File: src/rtl/wb_counter_pkg.sv
// Shared types and constants for the Wishbone-to-counter bridge.
//   state_t       : bridge FSM states (IDLE, REQ, RESP)
//   DEF_*         : default address map and error data
//   FLAG_BIT,
//   ERRCNT_LSB    : field positions inside the status word
//   status_word() : assembles the status word from the flag and error count
//   sat_inc8()    : 8-bit saturating increment for the error counter
package wb_counter_pkg;

  typedef enum logic [1:0] {
    IDLE = 2'd0,
    REQ  = 2'd1,
    RESP = 2'd2
  } state_t;

  localparam logic [31:0] DEF_BASE_ADDR     = 32'h3000_0000;
  localparam logic [31:0] DEF_STATUS_OFFSET = 32'h0000_0004;
  localparam logic [31:0] DEF_ERR_DATA      = 32'hDEAD_BEEF;

  localparam int FLAG_BIT   = 0;
  localparam int ERRCNT_LSB = 8;
  localparam int ERRCNT_W   = 8;

  // Status word: error count in [15:8], sticky timeout flag in [0], rest zero.
  function automatic logic [31:0] status_word(input logic flag, input logic [7:0] err);
    logic [31:0] w;
    w                         = 32'h0000_0000;
    w[FLAG_BIT]               = flag;
    w[ERRCNT_LSB +: ERRCNT_W] = err;
    return w;
  endfunction

  // Counter sticks at 255 rather than wrapping back to zero.
  function automatic logic [7:0] sat_inc8(input logic [7:0] v);
    logic [7:0] r;
    if (v == 8'hFF) begin
      r = v;
    end else begin
      r = v + 8'd1;
    end
    return r;
  endfunction

endpackage

File: src/rtl/wb_addr_decode.sv
// Combinational address decode for the bridge.
//   adr      in  32  Wishbone byte address
//   hit_data out 1   address selects the counter data word
//   hit_stat out 1   address selects the status word
module wb_addr_decode
  import wb_counter_pkg::*;
#(
  parameter logic [31:0] BASE_ADDR     = DEF_BASE_ADDR,
  parameter logic [31:0] STATUS_OFFSET = DEF_STATUS_OFFSET
) (
  input  logic [31:0] adr,
  output logic        hit_data,
  output logic        hit_stat
);

  localparam logic [31:0] STAT_ADDR = BASE_ADDR + STATUS_OFFSET;

  assign hit_data = (adr == BASE_ADDR);
  assign hit_stat = (adr == STAT_ADDR);

endmodule

File: src/rtl/wb_counter_bridge.sv
// Wishbone classic slave in front of the user-area counter.
// Turns bus cycles at BASE_ADDR into a valid/wstrb/wdata request and waits
// for the counter's ready/rdata pulse; a status word at BASE_ADDR+STATUS_OFFSET
// exposes a sticky timeout flag (write 1 to bit 0 to clear) and a saturating
// timeout error count.
//   wb_clk_i, wb_rst_i          clock, async active-high reset
//   wbs_cyc_i/stb_i/we_i/sel_i  Wishbone request qualifiers
//   wbs_adr_i, wbs_dat_i        byte address, write data
//   wbs_ack_o, wbs_dat_o        one-cycle ack, read data (held between acks)
//   valid, wstrb, wdata         request to the counter (wstrb==0 is a read)
//   ready, rdata                counter response pulse and read data
//   timeout_flag                sticky timeout indicator (IRQ capable)
module wb_counter_bridge
  import wb_counter_pkg::*;
#(
  parameter logic [31:0] BASE_ADDR     = DEF_BASE_ADDR,
  parameter logic [31:0] STATUS_OFFSET = DEF_STATUS_OFFSET,
  parameter int          BITS          = 30,
  parameter int          TIMEOUT       = 16,
  parameter logic [31:0] ERR_DATA      = DEF_ERR_DATA
) (
  input  logic            wb_clk_i,
  input  logic            wb_rst_i,
  input  logic            wbs_cyc_i,
  input  logic            wbs_stb_i,
  input  logic            wbs_we_i,
  input  logic [3:0]      wbs_sel_i,
  input  logic [31:0]     wbs_adr_i,
  input  logic [31:0]     wbs_dat_i,
  output logic            wbs_ack_o,
  output logic [31:0]     wbs_dat_o,
  output logic            valid,
  output logic [3:0]      wstrb,
  output logic [BITS-1:0] wdata,
  input  logic            ready,
  input  logic [BITS-1:0] rdata,
  output logic            timeout_flag
);

  localparam int TMO_W = $clog2(TIMEOUT);

  state_t            state, state_n;
  logic              hit_data, hit_stat, req;
  logic [TMO_W-1:0]  tmo_cnt, tmo_cnt_n;
  logic [7:0]        err_count, err_count_n;
  logic              valid_n, ack_n, flag_n;
  logic [3:0]        wstrb_n;
  logic [BITS-1:0]   wdata_n;
  logic [31:0]       dat_n;

  wb_addr_decode #(
    .BASE_ADDR    (BASE_ADDR),
    .STATUS_OFFSET(STATUS_OFFSET)
  ) u_decode (
    .adr     (wbs_adr_i),
    .hit_data(hit_data),
    .hit_stat(hit_stat)
  );

  assign req = wbs_cyc_i & wbs_stb_i;

  // Write-data bits above the counter width never reach the counter.
  if (BITS < 32) begin : g_unused_dat
    logic unused_dat_hi;
    assign unused_dat_hi = ^wbs_dat_i[31:BITS];
  end

  // Next-state and next-register values; every output is registered.
  always_comb begin
    state_n     = state;
    valid_n     = valid;
    wstrb_n     = wstrb;
    wdata_n     = wdata;
    dat_n       = wbs_dat_o;
    ack_n       = 1'b0;
    flag_n      = timeout_flag;
    tmo_cnt_n   = tmo_cnt;
    err_count_n = err_count;
    case (state)
      IDLE: begin
        if (req && hit_data) begin
          state_n   = REQ;
          valid_n   = 1'b1;
          wstrb_n   = wbs_we_i ? wbs_sel_i : 4'b0000;
          wdata_n   = wbs_dat_i[BITS-1:0];
          tmo_cnt_n = '0;
        end else if (req && hit_stat) begin
          // Read value shows the flag as it was before any W1C clear.
          state_n = RESP;
          ack_n   = 1'b1;
          dat_n   = status_word(timeout_flag, err_count);
          if (wbs_we_i && wbs_sel_i[0] && wbs_dat_i[FLAG_BIT]) begin
            flag_n = 1'b0;
          end else begin
            flag_n = timeout_flag;
          end
        end else begin
          state_n = IDLE;
        end
      end
      REQ: begin
        // ready is checked first so a response on the timeout cycle still wins.
        if (ready) begin
          valid_n = 1'b0;
          dat_n   = 32'(rdata);
          ack_n   = 1'b1;
          state_n = RESP;
        end else if (tmo_cnt == TMO_W'(TIMEOUT - 1)) begin
          valid_n     = 1'b0;
          dat_n       = ERR_DATA;
          ack_n       = 1'b1;
          flag_n      = 1'b1;
          err_count_n = sat_inc8(err_count);
          state_n     = RESP;
        end else if (!wbs_cyc_i) begin
          valid_n = 1'b0;
          state_n = IDLE;
        end else begin
          tmo_cnt_n = tmo_cnt + TMO_W'(1);
        end
      end
      RESP: begin
        // One-cycle ack; stb is not resampled here.
        ack_n   = 1'b0;
        state_n = IDLE;
      end
      default: begin
        valid_n = 1'b0;
        state_n = IDLE;
      end
    endcase
  end

  // State and output registers.
  always_ff @(posedge wb_clk_i or posedge wb_rst_i) begin
    if (wb_rst_i) begin
      state        <= IDLE;
      valid        <= 1'b0;
      wstrb        <= 4'b0000;
      wdata        <= '0;
      wbs_dat_o    <= 32'h0000_0000;
      wbs_ack_o    <= 1'b0;
      timeout_flag <= 1'b0;
      tmo_cnt      <= '0;
      err_count    <= 8'd0;
    end else begin
      state        <= state_n;
      valid        <= valid_n;
      wstrb        <= wstrb_n;
      wdata        <= wdata_n;
      wbs_dat_o    <= dat_n;
      wbs_ack_o    <= ack_n;
      timeout_flag <= flag_n;
      tmo_cnt      <= tmo_cnt_n;
      err_count    <= err_count_n;
    end
  end

endmodule

File: config.mk
export PLATFORM = sky130hd
export DESIGN_NAME = wb_counter_bridge
export DESIGN_NICKNAME = d
export VERILOG_FILES = /design/src/rtl/wb_counter_pkg.sv /design/src/rtl/wb_addr_decode.sv /design/src/rtl/wb_counter_bridge.sv
export SDC_FILE = /design/constraint.sdc
export NUM_CORES = 1
export LEC_CHECK = 0
export BUFFER_PORTS_ARGS = -buffer_cell sky130_fd_sc_hd__clkbuf_2
export CAP_MARGIN = 5
export CORE_MARGIN = 3
export CORE_UTILIZATION = 52
export CTS_BUF_LIST = sky130_fd_sc_hd__clkbuf_4 sky130_fd_sc_hd__clkbuf_8
export CTS_CLUSTER_DIAMETER = 100
export DETAILED_ROUTE_END_ITERATION = 8
export HOLD_SLACK_MARGIN = 0.06
export PLACE_DENSITY_LB_ADDON = 0.1
export SYNTH_ARGS = -nofsm -noshare
export SYNTH_HDL_FRONTEND = slang
export SYNTH_HIERARCHICAL = 1
export SYNTH_SLANG_ARGS = --single-unit
File: constraint.sdc
create_clock -name wb_clk_i -period 4.32 [get_ports wb_clk_i]
set_input_delay 0.648 -clock wb_clk_i [delete_from_list [all_inputs] [get_ports wb_clk_i]]
set_output_delay 0.648 -clock wb_clk_i [all_outputs]
set_load 0.02 [all_outputs]
==> results.yml <==
floorplanning:
  die_x_um: 90.1
  dieArea_um2: 8110
  rows: 30
  start_util_pct: 53.8
  die_h_um: 90.1
  io_pins: 173
  coreArea_um2: 6830
global_route:
  grt_usage_pct: 21.9
  grt_pass1_wl_mm: 14.5
  antenna_found_initial: 0
  grt_max_degree: 45
  grt_pass1_vias: 3079
  grt.met3_usage_pct: 5.02
  overflow: 0
  met1_usage_pct: 29.1
  grt-busiest-layer: "met2"
  grt_use_met2_pct: 35.7
synthesis:
  yosys_most_used_dff: "dfrtp_1"
  synth_area_leaders: "dfrtp_1 (56%), nand2_1 (12%), a21oi_1 (4.2%)"
  synthArstFlopShare_pct: 100
  synth_cell_types: 43
  yosys.area.top_type: "dfrtp_1"
  netlist_area_um2: 3670
  synth.net_count: 489
  synth_seq_area_share_pct: 55.8
  ys_warn_count: 6
  synth.avg_cell_area_um2: 9.59
  yosysTopAreaCellShare_pct: 55.8
  synth_edf_count: 0
  syn_inst: 383
  ys_seq_elements: 82
critical_path:
  cp_slowest_cell: "o221ai_4"
  reg2reg_slack_ps: 2170
  max_stage_delay_ps: 570
  reg2regPathDepth: 5
  worstReg2RegStart: "state[0]"
  worstSetupPathType: "input port to register"
  cp-end-kind: "register"
  critPathArrivalTime_ps: 3000
  worstPathRequired_ps: 4530
  cp_cell_sequence: "clkbuf_2, nor4_2, nand4_1, nor3_1, and4b_1, o221ai_4, inv_2, nor2_1, a21oi_1"
  start_kind: "input port"
  r2r-end: "wbs_dat_o[23]"
  cp_max_fo: 26
power_and_ir_drop:
  ir_drop_uv: 171
  power.leakage_nw: 2.68
  power_frac_clock_pct: 39.5
  combPwrFrac_pct: 5.7
  p_sw_share_pct: 22.1
  p_int_mw: 1.10
  power_frac_seq_pct: 54.8
  powerDensity_nw_per_um2: 299
  p_sw_mw: 0.310
run:
  drv_cap: 0
clock_network:
  htreeDepth: 3
  clk_pin_slew_ps: 80
  cts-buffers-inserted: 9
  cts_tree: "done"
  post_cts_buffers: 0
  root_buffer: "clkbuf_8"
  cts_resized: 0
  cts.sinks: 82
  clk_latency_ps: 340
  postCtsHoldBufs: 0
  clock_path_buffers: 2
layout:
  antenna_cells: 0
  regArea_um2: 2050
  area_growth_pct: 28.1
  mostFrequentLayoutCells: "clkbuf_2 (170), nand2_1 (122), dfrtp_1 (82), a21oi_1 (31), nor2_1 (21)"
  drive_above_1_share_pct: 37.3
  layout_commonest_cell: "clkbuf_2"
  n_fill_cell: 584
  finish.instance_area_um2: 4710
  multi_input_area_um2: 1410
  nets: 651
timing:
  maxSlewHeadroom_pct: 50.2
  finalCritPeriodShare_pct: 64.7
  slew_viol_final: 0
  fmax_mhz: 358
  tightest_slew_ps: 747
  rsz0062_at_grt: "false"
  setup_viol: 0
  tns_ps: 0
  hold_viol: 0
  fin_crit_ps: 2790
  skew_ps: 7.75
drt:
  wl_per_cell_um: 13.4
  num_vias: 3252
  antenna_left: 0
  initialDrtViolationCount: 194
  vias_per_cell: 5.03
  drt_pass1_iterations: 4
  post-route-drc-count: 0
  totalWireLength_mm: 8.69
placed_design:
  placed_area_um2: 4510
  hpwl_mm: 6.38
  port_buffers: 170
  place.gp.congestion: 0.848
min_path:
  hold_class: "input port to async pin"
run_status:
  status: "finished clean"
-- cells by family after synthesis --
family	share of synthesized area [%]
simple gates	25.5
fa+ha+maj	0.681
mux	1.02
flops	55.8
compound gates	10.4
buf+inv	5.89
xor+xnor	0.715
-- per-layer routing --
metal,wire length (um),part of all wire [%]
met1,3740,43
met2,4170,48
met3,615,7.1
met4,160,1.8
met5,0,0
-- worst max-delay path, delay by kind of cell --
kind	cells	cell delay, ps
compound gates	2	630
buf+inv	2	370
simple gates	5	1350
-- power groups by stage --
stage | Combinational (mW) | Clock (mW) | Sequential (mW)
after global routing | 0.0896 | 0.607 | 0.771
after CTS | 0.0816 | 0.565 | 0.771
after global placement | 0.0801 | 0 | 0.786
final | 0.0797 | 0.556 | 0.771
after detailed placement | 0.0812 | 0 | 0.786
after floorplan | 0.0220 | 0 | 0.789
-- flip-flops by register name, summed over array words and instances (netlist names) --
signal,flops
tmo_cnt,4
wbs_ack_o,1
valid,1
timeout_flag,1
wdata,30
err_count,8
state,2
wbs_dat_o,31
wstrb,4
-- cell usage after synthesis (5+ instances only) --
cell type	count
a31oi_1	5
a21oi_1	31
nand3_1	14
o21ai_0	12
buf_6	7
a22o_1	6
nand4_1	5
nand2_1	122
dfrtp_1	82
inv_1	14
nor2_1	21
buf_2	8
-- per-stage QoR --
step                      utilization, %  worst slack [ps]  cells  hold WS [ps]  power (mW)
after floorplan                        -              1560    383           487       0.811
after global placement              66.0              1170    630           451       0.866
after detailed placement            66.0              1150    630           461       0.867
after CTS                           68.9              1510    646           403        1.42
after global routing                68.9              1210    646           448        1.47
final                               68.9              1530    646           389        1.41
-- how the worst max path moves through the flow --
stage          cells past startpoint          start       endpoint
6_report                           9  wbs_adr_i[12]  wbs_dat_o[16]
2_1_floorplan                      1       wb_rst_i   err_count[0]
5_1_grt                            9  wbs_adr_i[16]  wbs_dat_o[18]
3_3_place_gp                       9   wbs_adr_i[1]  wbs_dat_o[18]
4_1_cts                            9   wbs_adr_i[1]  wbs_dat_o[16]
3_5_place_dp                       9   wbs_adr_i[1]  wbs_dat_o[16]
-- area by class of cell --
cell class              count  area share [%]
flip-flops and latches     82            43.6
clock buffers              11            3.08
multi-input cells         264            29.9
well taps                  96            2.55
inverters                  15            1.22
clock inverters             5            1.14
repair buffers            173            18.5
Note: power is estimated with default switching activity, not from simulation.
